$ cat src/rtl/bcd_pkg.sv
// Shared BCD constants, digit type and digit-range helper for the BCD adder slice.
package bcd_pkg;

   localparam logic [3:0] BCD_MAX  = 4'd9;
   localparam logic [3:0] BCD_CORR = 4'd6;

   typedef logic [3:0] bcd_digit_t;

   function automatic logic digit_invalid(input bcd_digit_t d);
      return (d > BCD_MAX);
   endfunction

endpackage

$ cat src/rtl/bcd_digit_add.sv
// Single-digit combinational BCD adder: decimal-corrected sum and carry-out.
module bcd_digit_add
   import bcd_pkg::*;
(
   input  logic [3:0] a,
   input  logic [3:0] b,
   input  logic       ci,
   output logic [3:0] s,
   output logic       co
);

   logic [4:0] sum_s;
   logic [3:0] corr_s;

   // Binary sum, then +6 correction (mod 16) whenever the sum leaves the decimal range.
   always_comb begin
      sum_s  = {1'b0, a} + {1'b0, b} + {4'b0000, ci};
      corr_s = sum_s[3:0] + BCD_CORR;
      if (sum_s > {1'b0, BCD_MAX}) begin
         s  = corr_s;
         co = 1'b1;
      end else begin
         s  = sum_s[3:0];
         co = 1'b0;
      end
   end

endmodule

$ cat src/rtl/bcd_adder.sv
// Registered NDIG-digit BCD adder built from a rippled chain of bcd_digit_add.
// Optional invalid-digit flag on err is enabled by defining BCD_ADDER_ERR_EN.
module bcd_adder
   import bcd_pkg::*;
#(
   parameter int NDIG = 1
)
(
   input  logic              clk,
   input  logic              rst,
   input  logic              in_valid,
   input  logic [4*NDIG-1:0] in1,
   input  logic [4*NDIG-1:0] in2,
   input  logic              Cin,
   output logic [4*NDIG-1:0] out,
   output logic              Cout,
   output logic              out_valid,
   output logic              err
);

   logic [NDIG:0]     carry_s;
   logic [4*NDIG-1:0] sum_s;

   assign carry_s[0] = Cin;

   for (genvar k = 0; k < NDIG; k++) begin : g_digit
      bcd_digit_add u_digit (
         .a  (in1[4*k +: 4]),
         .b  (in2[4*k +: 4]),
         .ci (carry_s[k]),
         .s  (sum_s[4*k +: 4]),
         .co (carry_s[k+1])
      );
   end

   // Result and valid registers; results hold while no new operands arrive.
   always_ff @(posedge clk or posedge rst) begin
      if (rst) begin
         out       <= '0;
         Cout      <= 1'b0;
         out_valid <= 1'b0;
      end else begin
         out_valid <= in_valid;
         if (in_valid) begin
            out  <= sum_s;
            Cout <= carry_s[NDIG];
         end
      end
   end

`ifdef BCD_ADDER_ERR_EN
   logic err_s;

   // Flag any operand digit outside 0..9.
   always_comb begin
      err_s = 1'b0;
      for (int k = 0; k < NDIG; k++) begin
         err_s = err_s | digit_invalid(in1[4*k +: 4]) | digit_invalid(in2[4*k +: 4]);
      end
   end

   // Error flag register, updated alongside the sum.
   always_ff @(posedge clk or posedge rst) begin
      if (rst) begin
         err <= 1'b0;
      end else if (in_valid) begin
         err <= err_s;
      end
   end
`else
   assign err = 1'b0;
`endif

endmodule

$ cat config.mk
export PLATFORM = sky130hd
export DESIGN_NAME = bcd_adder
export DESIGN_NICKNAME = d
export VERILOG_FILES = /design/src/rtl/bcd_pkg.sv /design/src/rtl/bcd_digit_add.sv /design/src/rtl/bcd_adder.sv
export SDC_FILE = /design/constraint.sdc
export NUM_CORES = 1
export LEC_CHECK = 0
export ABC_AREA = 1
export ABC_CLOCK_PERIOD_IN_PS = 830
export CORE_UTILIZATION = 32
export DETAILED_ROUTE_END_ITERATION = 16
export PLACE_DENSITY_LB_ADDON = 0.05
export SYNTH_ARGS = -nofsm -noshare
export SYNTH_HDL_FRONTEND = slang
export SYNTH_SLANG_ARGS = --single-unit
$ cat constraint.sdc
create_clock -name clk -period 0.83 [get_ports clk]
set_input_delay 0.1245 -clock clk [delete_from_list [all_inputs] [get_ports clk]]
set_output_delay 0.1245 -clock clk [all_outputs]
set_load 0.02 [all_outputs]
# Word-level counts from Yosys, hierarchy flattened

Cells that the tools add are included.

Multiplexer cells: 2
Add/sub/neg operators: 3
Magnitude comparators: 1

Operators with widths:

| cell                | count |
|---|---|
| $add 4x4->5         | 1 |
| $add 5x1->5         | 1 |
| $gt 5x4->1 const B  | 1 |
| $add 4x3->4 const B | 1 |
| $mux 4              | 1 |
| $mux 1              | 1 |

Output and inout bits: 7
Input port bits: 12
Word-level logic and storage cells: 9
Bits in registers: 6

# Longest topological paths before layout

Gate-level depths: netlist of run 1.

Depth after elaboration: 4
Mapped depth: 12
Mapped depth without buffers: 12

# Hierarchy

A second synthesis of run 1 with hierarchy kept.

Cell total of the unflattened synthesis: 70
Area total of the unflattened synthesis: 524.3 um^2

Modules (own cells, without submodules):

| module        | cells each | area each (um^2) | seq. area each (um^2) | instances |
|---|---|---|---|---|
| bcd_digit_add | 45         | 299.0            | 0.0                   | 1 |
| bcd_adder     | 25         | 225.2            | 150.1                 | 1 |

# Worst setup path after synthesis of run 1

No wires, ideal clock.

Kind: input port to flip-flop
Start: in in1[0]
End: reg out[1]
Path slack: -1.084 ns
Library setup time: 0.119 ns
Arrival time: 1.795 ns
Data required time: 0.711 ns
Path buffers: 0
Cell stages on the path: 10
Cell sequence: fa_1 fa_1 inv_1 ha_1 a21oi_2 nand2_1 nand2_2 nand2_2 nand2_1 o21ai_2

Word-level cells in the longest chain between the ends: 4
Elaborated cells between the ends (all ways): 5
Classes of those cells: 3 x add/sub; 1 x order compare; 1 x mux

RTL lines:

| item                                             | RTL line                                 | source |
|---|---|---|
| start: declaration                               | bcd_adder.sv:12                          | `input logic [4*NDIG-1:0] in1,` |
| $add 4x4->5 *                                    | bcd_digit_add.sv:17                      | `sum_s = {1'b0, a} + {1'b0, b} + {4'b0000, ci};` |
| $add 5x1->5 *                                    | bcd_digit_add.sv:17                      |  |
| $add 4x3->4 / $gt 5x4->1 (equally long branches) | bcd_digit_add.sv:18, bcd_digit_add.sv:19 |  |
| $mux 4 *                                         | bcd_digit_add.sv:19                      | `if (sum_s > {1'b0, BCD_MAX}) begin` |
| end signal: assignment                           | bcd_adder.sv:45                          | `out <= sum_s;` |
| end: declaration                                 | bcd_adder.sv:15                          | `output logic [4*NDIG-1:0] out,` |

Mark *: on every way between the ends. The rest lies on a longest branch, timed or not.
A chain may end at the register's enable or synchronous reset.

# Final worst setup path of run 1

Ends and elaborated chain as after synthesis.

==> flow_summary.html, run 1 <==
<table>
<tr><th>Metric</th><th>Value</th></tr>
<tr><th colspan="2">Finish</th></tr>
<tr><td>Final net count</td><td>121</td></tr>
<tr><td>Most common cell after layout, fill and taps aside</td><td>sky130_fd_sc_hd__buf_4</td></tr>
<tr><td>Final design instance area without fill</td><td>840 um^2</td></tr>
<tr><td>Ant diodes</td><td>0</td></tr>
<tr><td>Most used cells in the layout excluding fill and tap cells</td><td>19 x sky130_fd_sc_hd__buf_4, 17 x sky130_fd_sc_hd__nand2_1, 7 x sky130_fd_sc_hd__nand3_1, 7 x sky130_fd_sc_hd__buf_6</td></tr>
<tr><td>Share of layout cells above drive strength 1</td><td>0.446</td></tr>
<tr><td>Relative area change from synthesis to final layout</td><td>75.2%</td></tr>
<tr><td>Utilization after layout</td><td>0.622</td></tr>
<tr><th colspan="2">Yosys</th></tr>
<tr><td>Post-Syn Area per Cell</td><td>7.61 um^2</td></tr>
<tr><td>Netlist area before placement</td><td>479 um^2</td></tr>
<tr><td>Post-Syn Instances</td><td>63</td></tr>
<tr><td>Number of distinct standard cells referenced by the synthesized netlist</td><td>17</td></tr>
<tr><td>Part of the Yosys area used for sequential elements</td><td>0.313</td></tr>
<tr><td>Count of state elements after synthesis</td><td>6</td></tr>
<tr><td>Synthesis warning total</td><td>0</td></tr>
<tr><td>Synthesized net count</td><td>81</td></tr>
<tr><th colspan="2">Power and ir drop</th></tr>
<tr><td>Total power after layout</td><td>~1.4 mW</td></tr>
<tr><td>Lkg Pwr</td><td>0.447 nW</td></tr>
<tr><td>VDD IR-drop max</td><td>603 uV</td></tr>
<tr><td>Power density normalized to cell area</td><td>1710 mW/mm^2</td></tr>
<tr><th colspan="2">Worst setup path</th></tr>
<tr><td>Worst endpoint data arrival time</td><td>1810 ps</td></tr>
<tr><td>Worst Path Class, Setup</td><td>in -&gt; reg</td></tr>
<tr><td>Longest individual stage delay on the worst path</td><td>560 ps</td></tr>
<tr><td>Cell with the biggest individual delay on the critical path</td><td>sky130_fd_sc_hd__fa_2</td></tr>
<tr><td>Sequence of cells on the critical path</td><td>buf_6 &gt; fa_2 &gt; fa_2 &gt; inv_2 &gt; ha_4 &gt; a21oi_2 &gt; nand2_1 &gt; nand2_2 &gt; nand2_2 &gt; nand2_1 &gt; o21ai_2</td></tr>
<tr><td>CP Data Required Time</td><td>970 ps</td></tr>
<tr><td>Crit-path max FO</td><td>3</td></tr>
<tr><td>Kind of start point of the critical path</td><td>primary input</td></tr>
<tr><td>Slack of the worst reg-to-reg path</td><td>-30 ps</td></tr>
<tr><td>Worst setup EP type</td><td>flip-flop</td></tr>
<tr><th colspan="2">Timing</th></tr>
<tr><td>Worst Clk Skew</td><td>0 ps</td></tr>
<tr><td>Number of max-slew violations in the final report</td><td>0</td></tr>
<tr><td>Final Worst Setup Slack</td><td>-839 ps</td></tr>
<tr><td>Final Hold Violating Endpoints</td><td>0</td></tr>
<tr><td>Unrepaired setup endpoints after global routing</td><td>yes</td></tr>
<tr><td>Setup tns final</td><td>-3500 ps</td></tr>
<tr><td>Period Utilization, post-route</td><td>2.01</td></tr>
<tr><td>Setup-failing EPs final</td><td>10</td></tr>
<tr><td>Maximum clock rate</td><td>around 600 MHz</td></tr>
<tr><td>Clock period minus worst slack</td><td>1670 ps</td></tr>
<tr><th colspan="2">Clock tree</th></tr>
<tr><td>Clk sinks</td><td>6</td></tr>
<tr><td>TritonCTS buffer count</td><td>3</td></tr>
<tr><td>Worst-case clock buffer depth</td><td>2</td></tr>
<tr><td>Cell at the root of the clock tree</td><td>sky130_fd_sc_hd__clkbuf_4</td></tr>
<tr><td>Number of levels in the clock H-tree</td><td>1</td></tr>
<tr><td>Hold Buf Count CTS</td><td>0</td></tr>
<tr><td>Clock tree from TritonCTS</td><td>yes</td></tr>
<tr><td>Clock-pin transition on the worst setup and hold timing paths</td><td>50 ps</td></tr>
<tr><td>Clk Latency, worst-skew pair</td><td>240 ps</td></tr>
<tr><th colspan="2">GRT</th></tr>
<tr><td>Tot GR Track Use</td><td>0.150</td></tr>
<tr><td>Wire length of the first global-routing pass</td><td>1.61 mm</td></tr>
<tr><td>Sum of overflow across all layers after global routing</td><td>0</td></tr>
<tr><td>Largest net degree at the start of global routing</td><td>7</td></tr>
<tr><td>Antenna violations before repair</td><td>0</td></tr>
<tr><td>Vias in the first global route</td><td>429</td></tr>
<tr><th colspan="2">Place</th></tr>
<tr><td>Post-Place Worst Slack</td><td>-1470 ps</td></tr>
<tr><td>Standard cell area after detailed placement</td><td>around 760 um^2</td></tr>
<tr><td>Final estimated routing congestion in global placement</td><td>0.760</td></tr>
<tr><td>HPWL after detailed placement</td><td>790 um</td></tr>
<tr><td>Number of I/O port buffers</td><td>17</td></tr>
<tr><th colspan="2">Floorplanning</th></tr>
<tr><td>Die Area</td><td>0.00166 mm^2</td></tr>
<tr><td>Ports</td><td>19</td></tr>
<tr><td>Initial Util</td><td>0.355</td></tr>
<tr><td>Row Count</td><td>13</td></tr>
<tr><td>Die Span X</td><td>40.7 um</td></tr>
<tr><td>Area of the core region</td><td>around 0.0014 mm^2</td></tr>
<tr><td>Floorplan die height</td><td>about 41 um</td></tr>
<tr><th colspan="2">Detailed routing</th></tr>
<tr><td>Number of nets with antenna violations after detailed routing</td><td>0</td></tr>
<tr><td>Total Wirelength</td><td>983 um</td></tr>
<tr><td>Drt first pass iters</td><td>3</td></tr>
<tr><td>Via count</td><td>515</td></tr>
<tr><td>Via count normalized by instance count</td><td>about 4.4</td></tr>
<tr><td>1st-iter DRT viols</td><td>4</td></tr>
<tr><td>Wirelength per Cell</td><td>8.47 um</td></tr>
<tr><td>Remaining routing DRC violations</td><td>0</td></tr>
<tr><th colspan="2">Outcome</th></tr>
<tr><td>Status</td><td>finished with violations</td></tr>
<tr><td>Failing checks</td><td>negative setup slack</td></tr>
<tr><th colspan="2">Flow run</th></tr>
<tr><td>Number of max-capacitance violations reported</td><td>0</td></tr>
<tr><th colspan="2">Hold path</th></tr>
<tr><td>Min-Delay Path Class</td><td>in -&gt; async</td></tr>
</table>
==> registers in the layout, summed over array words and instances, names as in the netlist <==
| signal | flops |
|---|---|
| out | 4 |
| Cout | 1 |
| out_valid | 1 |
==> cell usage after synthesis <==
| library cell | count | share of area |
|---|---|---|
| sky130_fd_sc_hd__nand2_1 | 17 | 0.13 |
| sky130_fd_sc_hd__o211ai_1 | 1 | 0.016 |
| sky130_fd_sc_hd__inv_2 | 1 | 0.0078 |
| sky130_fd_sc_hd__buf_4 | 1 | 0.016 |
| sky130_fd_sc_hd__ha_1 | 4 | 0.10 |
| sky130_fd_sc_hd__o21bai_1 | 1 | 0.016 |
| sky130_fd_sc_hd__o21ai_2 | 1 | 0.018 |
| sky130_fd_sc_hd__nor2_1 | 2 | 0.016 |
| sky130_fd_sc_hd__nand2_2 | 5 | 0.065 |
| sky130_fd_sc_hd__nand3_1 | 7 | 0.073 |
| sky130_fd_sc_hd__o21ai_0 | 2 | 0.021 |
| sky130_fd_sc_hd__inv_1 | 9 | 0.070 |
| sky130_fd_sc_hd__conb_1 | 1 | 0.0078 |
| sky130_fd_sc_hd__fa_1 | 2 | 0.084 |
| sky130_fd_sc_hd__dfrtp_1 | 6 | 0.31 |
| sky130_fd_sc_hd__a21oi_2 | 1 | 0.018 |
| sky130_fd_sc_hd__a21oi_1 | 2 | 0.021 |
==> per-layer routing <==
| layer | track usage | vias up | share of wire |
|---|---|---|---|
| met1 | 0.157 | 220 | 0.43 |
| li1 | - | 274 | - |
| met5 | 0 | - | 0 |
| met2 | 0.254 | 16 | 0.50 |
| met3 | 0.0326 | 5 | 0.038 |
| met4 | 0.125 | 0 | 0.039 |
==> critical path, delay by kind of cell <==
| family | cells | cell delay, ps |
|---|---|---|
| AOI/OAI and AO/OA | 2 | 140 |
| buffers and inverters | 2 | 150 |
| adders and majority gates | 3 | 1110 |
| and+or+nand+nor | 4 | 290 |
==> path summary, 6_finish.rpt <==
| kind | from | to | cells past startpoint |
|---|---|---|---|
| max | in1[0] | out[1] | 11 |
| min | rst | out_valid | 2 |
| max reg2reg | out[1] | out[1] | 5 |
| min reg2reg | Cout | Cout | 3 |
| max in group asynchronous | rst | Cout | 2 |
| min in group clk | in1[0] | out[0] | 4 |
==> stage by stage <==
stage	std cells	hold WS, ps
detailed placement	105	357
floorplan	63	-84.5
finish	116	90.5
global route	116	119
CTS	113	97.7
global placement	105	359
==> power by group <==
part	switching (mW)	total, mW	internal (mW)
sequential	0.0382	0.388	0.350
clock	0.110	0.274	0.164
combinational	0.335	0.770	0.436
==> cell type report <==
class | instances | area, um^2
inverter | 10 | 37.5
sequential | 6 | 150
fill | 127 | 510
multi-input combinational | 46 | 302
timing repair buffer | 36 | 309
clock buffer | 3 | 22.5
tap | 15 | 18.8
==> cell families (layout without fill, tap and decap cells) <==
kind of cell	Yosys count	count (layout)	share of synthesized area
other	1	1	0.00783
adders and majority gates	6	6	0.188
and+or+nand+nor	31	31	0.287
buffers and inverters	11	49	0.0940
DFF	6	6	0.313
AOI/OAI and AO/OA	8	8	0.110
==> what timing repair did <==
item / in CTS / in global routing
buffers inserted: 5 / 3
pin swaps: 8 / 0
gates resized for setup: 52 / 1
endpoints found under the setup margin: 11 / 11
No activity file was read; power rests on OpenSTA's default activity.
==> run 2, diff against run 1 <==
SLEW_MARGIN = 10   (was not set)
==> results of run 2 <==
Same layout as run 1: the final DEF is identical, and so are final timing and power.
==> run 3, diff against run 2 <==
DONT_BUFFER_PORTS = 1   (was not set)
==> flow_summary.html, run 3 (synthesis gave the netlist of run 1 again) <==
<table>
<tr><th>Metric</th><th>Value</th></tr>
<tr><th colspan="2">Detailed routing</th></tr>
<tr><td>Number of nets with antenna violations after detailed routing</td><td>0 (unchanged)</td></tr>
<tr><td>Drt first pass iters</td><td>4 (+1)</td></tr>
<tr><td>Via count</td><td>451 (-12%)</td></tr>
<tr><td>Remaining routing DRC violations</td><td>0 (unchanged)</td></tr>
<tr><td>1st-iter DRT viols</td><td>6 (+2)</td></tr>
<tr><td>Total Wirelength</td><td>912 um (-7.2%)</td></tr>
<tr><td>Via count normalized by instance count</td><td>4.70 (+5.8%)</td></tr>
<tr><td>Wirelength per Cell</td><td>9.50 um (+12%)</td></tr>
<tr><th colspan="2">Clock tree</th></tr>
<tr><td>Clk sinks</td><td>6 (unchanged)</td></tr>
<tr><td>Number of levels in the clock H-tree</td><td>1 (unchanged)</td></tr>
<tr><td>Worst-case clock buffer depth</td><td>2 (unchanged)</td></tr>
<tr><td>Cell at the root of the clock tree</td><td>sky130_fd_sc_hd__clkbuf_4</td></tr>
<tr><td>Clock-pin transition on the worst setup and hold timing paths</td><td>40 ps (about the same)</td></tr>
<tr><td>Clock tree from TritonCTS</td><td>yes</td></tr>
<tr><td>Clk Latency, worst-skew pair</td><td>240 ps (about the same)</td></tr>
<tr><td>TritonCTS buffer count</td><td>3 (unchanged)</td></tr>
<tr><th colspan="2">Finish</th></tr>
<tr><td>Final net count</td><td>101 (-17%)</td></tr>
<tr><td>Relative area change from synthesis to final layout</td><td>43.3%</td></tr>
<tr><td>Total area of multi-input combinational cells</td><td>314 um^2 (+4.1%)</td></tr>
<tr><td>Area used by sequential logic in the layout</td><td>150 um^2 (unchanged)</td></tr>
<tr><td>Utilization after layout</td><td>0.509 (-0.113)</td></tr>
<tr><td>Ant diodes</td><td>0 (unchanged)</td></tr>
<tr><td>Fillers</td><td>139 (+9.4%)</td></tr>
<tr><td>Share of layout cells above drive strength 1</td><td>0.395 (-0.0505)</td></tr>
<tr><td>Max FFs per register</td><td>4 (unchanged)</td></tr>
<tr><td>Most common cell after layout, fill and taps aside</td><td>sky130_fd_sc_hd__nand2_1</td></tr>
<tr><td>Largest registers in the final layout</td><td>out (4), Cout (1), out_valid (1)</td></tr>
<tr><td>Most used cells in the layout excluding fill and tap cells</td><td>16 x sky130_fd_sc_hd__nand2_1, 9 x sky130_fd_sc_hd__buf_4, 7 x sky130_fd_sc_hd__inv_1</td></tr>
<tr><td>Register with the most flip-flops</td><td>out</td></tr>
<tr><th colspan="2">Power and ir drop</th></tr>
<tr><td>Lkg Pwr</td><td>0.360 nW (-19%)</td></tr>
<tr><td>Register share of total power</td><td>0.308 (+0.037)</td></tr>
<tr><td>Cell internal power dissipation</td><td>0.823 mW (-13%)</td></tr>
<tr><td>Switching part of the total</td><td>0.352 (+0.0148)</td></tr>
<tr><td>Net switching power figure</td><td>0.447 mW (-7.4%)</td></tr>
<tr><td>Clock network fraction of design power</td><td>0.207 (+0.016)</td></tr>
<tr><td>Share of total power in combinational logic</td><td>0.486 (-0.052)</td></tr>
<tr><td>VDD IR-drop max</td><td>539 uV (-11%)</td></tr>
<tr><td>Power density normalized to cell area</td><td>1850 mW/mm^2 (+8.4%)</td></tr>
<tr><th colspan="2">Place</th></tr>
<tr><td>Post-Place Worst Slack</td><td>-1030 ps (+437 ps)</td></tr>
<tr><td>Final estimated routing congestion in global placement</td><td>0.733 (-3.5%)</td></tr>
<tr><td>Number of I/O port buffers</td><td>0 (-17)</td></tr>
<tr><td>HPWL after detailed placement</td><td>738 um (-6.6%)</td></tr>
<tr><th colspan="2">Floorplanning</th></tr>
<tr><td>Row Count</td><td>13 (unchanged)</td></tr>
<tr><td>Area of the core region</td><td>0.00135 mm^2 (unchanged)</td></tr>
<tr><td>Die Span X</td><td>40.7 um (unchanged)</td></tr>
<tr><td>Initial Util</td><td>0.355 (unchanged)</td></tr>
<tr><td>Floorplan die height</td><td>40.7 um (unchanged)</td></tr>
<tr><td>Die Area</td><td>0.00166 mm^2 (unchanged)</td></tr>
<tr><td>Ports</td><td>19 (unchanged)</td></tr>
<tr><th colspan="2">GRT</th></tr>
<tr><td>Antenna violations before repair</td><td>0 (unchanged)</td></tr>
<tr><td>Tot GR Track Use</td><td>0.139 (-0.0114)</td></tr>
<tr><td>Sum of overflow across all layers after global routing</td><td>0 (unchanged)</td></tr>
<tr><td>Vias in the first global route</td><td>413 (-3.7%)</td></tr>
<tr><td>Wire length of the first global-routing pass</td><td>1.49 mm (-7.3%)</td></tr>
<tr><td>Largest net degree at the start of global routing</td><td>7 (unchanged)</td></tr>
<tr><th colspan="2">Worst setup path</th></tr>
<tr><td>Kind of start point of the critical path</td><td>primary input</td></tr>
<tr><td>Worst setup EP type</td><td>flip-flop</td></tr>
<tr><td>Worst endpoint data arrival time</td><td>1730 ps (-80 ps)</td></tr>
<tr><td>Cell with the biggest individual delay on the critical path</td><td>sky130_fd_sc_hd__fa_2</td></tr>
<tr><td>Longest individual stage delay on the worst path</td><td>570 ps (about the same)</td></tr>
<tr><td>Worst Path Class, Setup</td><td>in -&gt; reg</td></tr>
<tr><td>Crit-path max FO</td><td>3 (unchanged)</td></tr>
<tr><td>Sequence of cells on the critical path</td><td>fa_2 &gt; fa_2 &gt; inv_2 &gt; ha_4 &gt; a21oi_2 &gt; nand2_1 &gt; nand2_2 &gt; nand2_4 &gt; nand2_2 &gt; o21ai_2</td></tr>
<tr><td>CP Data Required Time</td><td>960 ps (about the same)</td></tr>
<tr><th colspan="2">Timing</th></tr>
<tr><td>Unrepaired setup endpoints after global routing</td><td>yes</td></tr>
<tr><td>Number of max-slew violations in the final report</td><td>0 (unchanged)</td></tr>
<tr><td>Setup-failing EPs final</td><td>9 (-1)</td></tr>
<tr><td>WHS</td><td>10.5 ps (-80.1 ps)</td></tr>
<tr><td>Clock period minus worst slack</td><td>1600 ps (-67.3 ps)</td></tr>
<tr><td>Final Hold Violating Endpoints</td><td>0 (unchanged)</td></tr>
<tr><td>Final Worst Setup Slack</td><td>-772 ps (+67.3 ps)</td></tr>
<tr><td>Worst Clk Skew</td><td>0 ps (unchanged)</td></tr>
<tr><td>Maximum clock rate</td><td>624 MHz (+4.2%)</td></tr>
<tr><td>Period Utilization, post-route</td><td>1.93 (-0.0811)</td></tr>
<tr><th colspan="2">Outcome</th></tr>
<tr><td>Status</td><td>finished with violations</td></tr>
<tr><td>Failing checks</td><td>negative setup slack</td></tr>
<tr><th colspan="2">Flow run</th></tr>
<tr><td>Number of max-capacitance violations reported</td><td>0 (unchanged)</td></tr>
<tr><th colspan="2">Hold path</th></tr>
<tr><td>Min-Delay Path Class</td><td>in -&gt; reg</td></tr>
</table>
## run 3: path summary, 6_finish.rpt
path / start / to / slack, ps / depth (start not counted)
worst max-delay path: Cin / out[1] / -770 / 10
worst min-delay path: in_valid / Cout / 10 / 2
worst max register to register: out[1] / out[1] / 50 / 4
worst min register to register: out[2] / out[2] / 500 / 2
max in group asynchronous: rst / out[3] / 410 / 2
min in group asynchronous: rst / out[0] / 230 / 2
## run 3: final cells by class
class	count	area share
timing repair buffer	16	0.209
clock buffer	3	0.0328
sequential	6	0.219
multi-input combinational	46	0.457
tap	15	0.0273
inverter	10	0.0546
## run 3: what timing repair did
action / in CTS / in global routing
resized for setup: 6 / 3
endpoints found under the hold margin: 7 / 0
hold buffers: 2 / 0
buffers inserted: 2 / 1
pin swaps: 6 / 7
setup endpoints to repair: 9 / 9
## run 3: power groups by stage
| stage | sequential, mW | combinational (mW) | clock [mW] |
|---|---|---|---|
| 2_1_floorplan | 0.451 | 0.289 | 0 |
| 3_3_place_gp | 0.380 | 0.535 | 0 |
| 3_5_place_dp | 0.383 | 0.534 | 0 |
| 4_1_cts | 0.389 | 0.595 | 0.271 |
| 5_1_grt | 0.400 | 0.700 | 0.296 |
| 6_report | 0.391 | 0.616 | 0.262 |
## run 3: metal layers
layer  wire, um  track usage  vias up
met5          0            0        -
met4         29        0.100        0
met3         33       0.0163        4
met2        481        0.270       15
met1        367        0.130      198
li1           -            -      234
## run 3: critical path, delay by kind of cell
family                   cells  cell delay (ps)
AND/OR/NAND/NOR              4              300
adder cells (fa/ha/maj)      3             1110
buffers and inverters        1               50
AO/OA/AOI/OAI                2              140
## run 3: metrics by stage
stage / std cells / TNS, ps / power (mW) / area [um^2]
floorplan: 63 / -3720 / 0.740 / 497
finish: 96 / -3170 / 1.27 / 687
global placement: 88 / -3910 / 0.915 / 591
CTS: 95 / -3100 / 1.25 / 667
detailed placement: 88 / -4030 / 0.918 / 591
global route: 96 / -3600 / 1.40 / 687
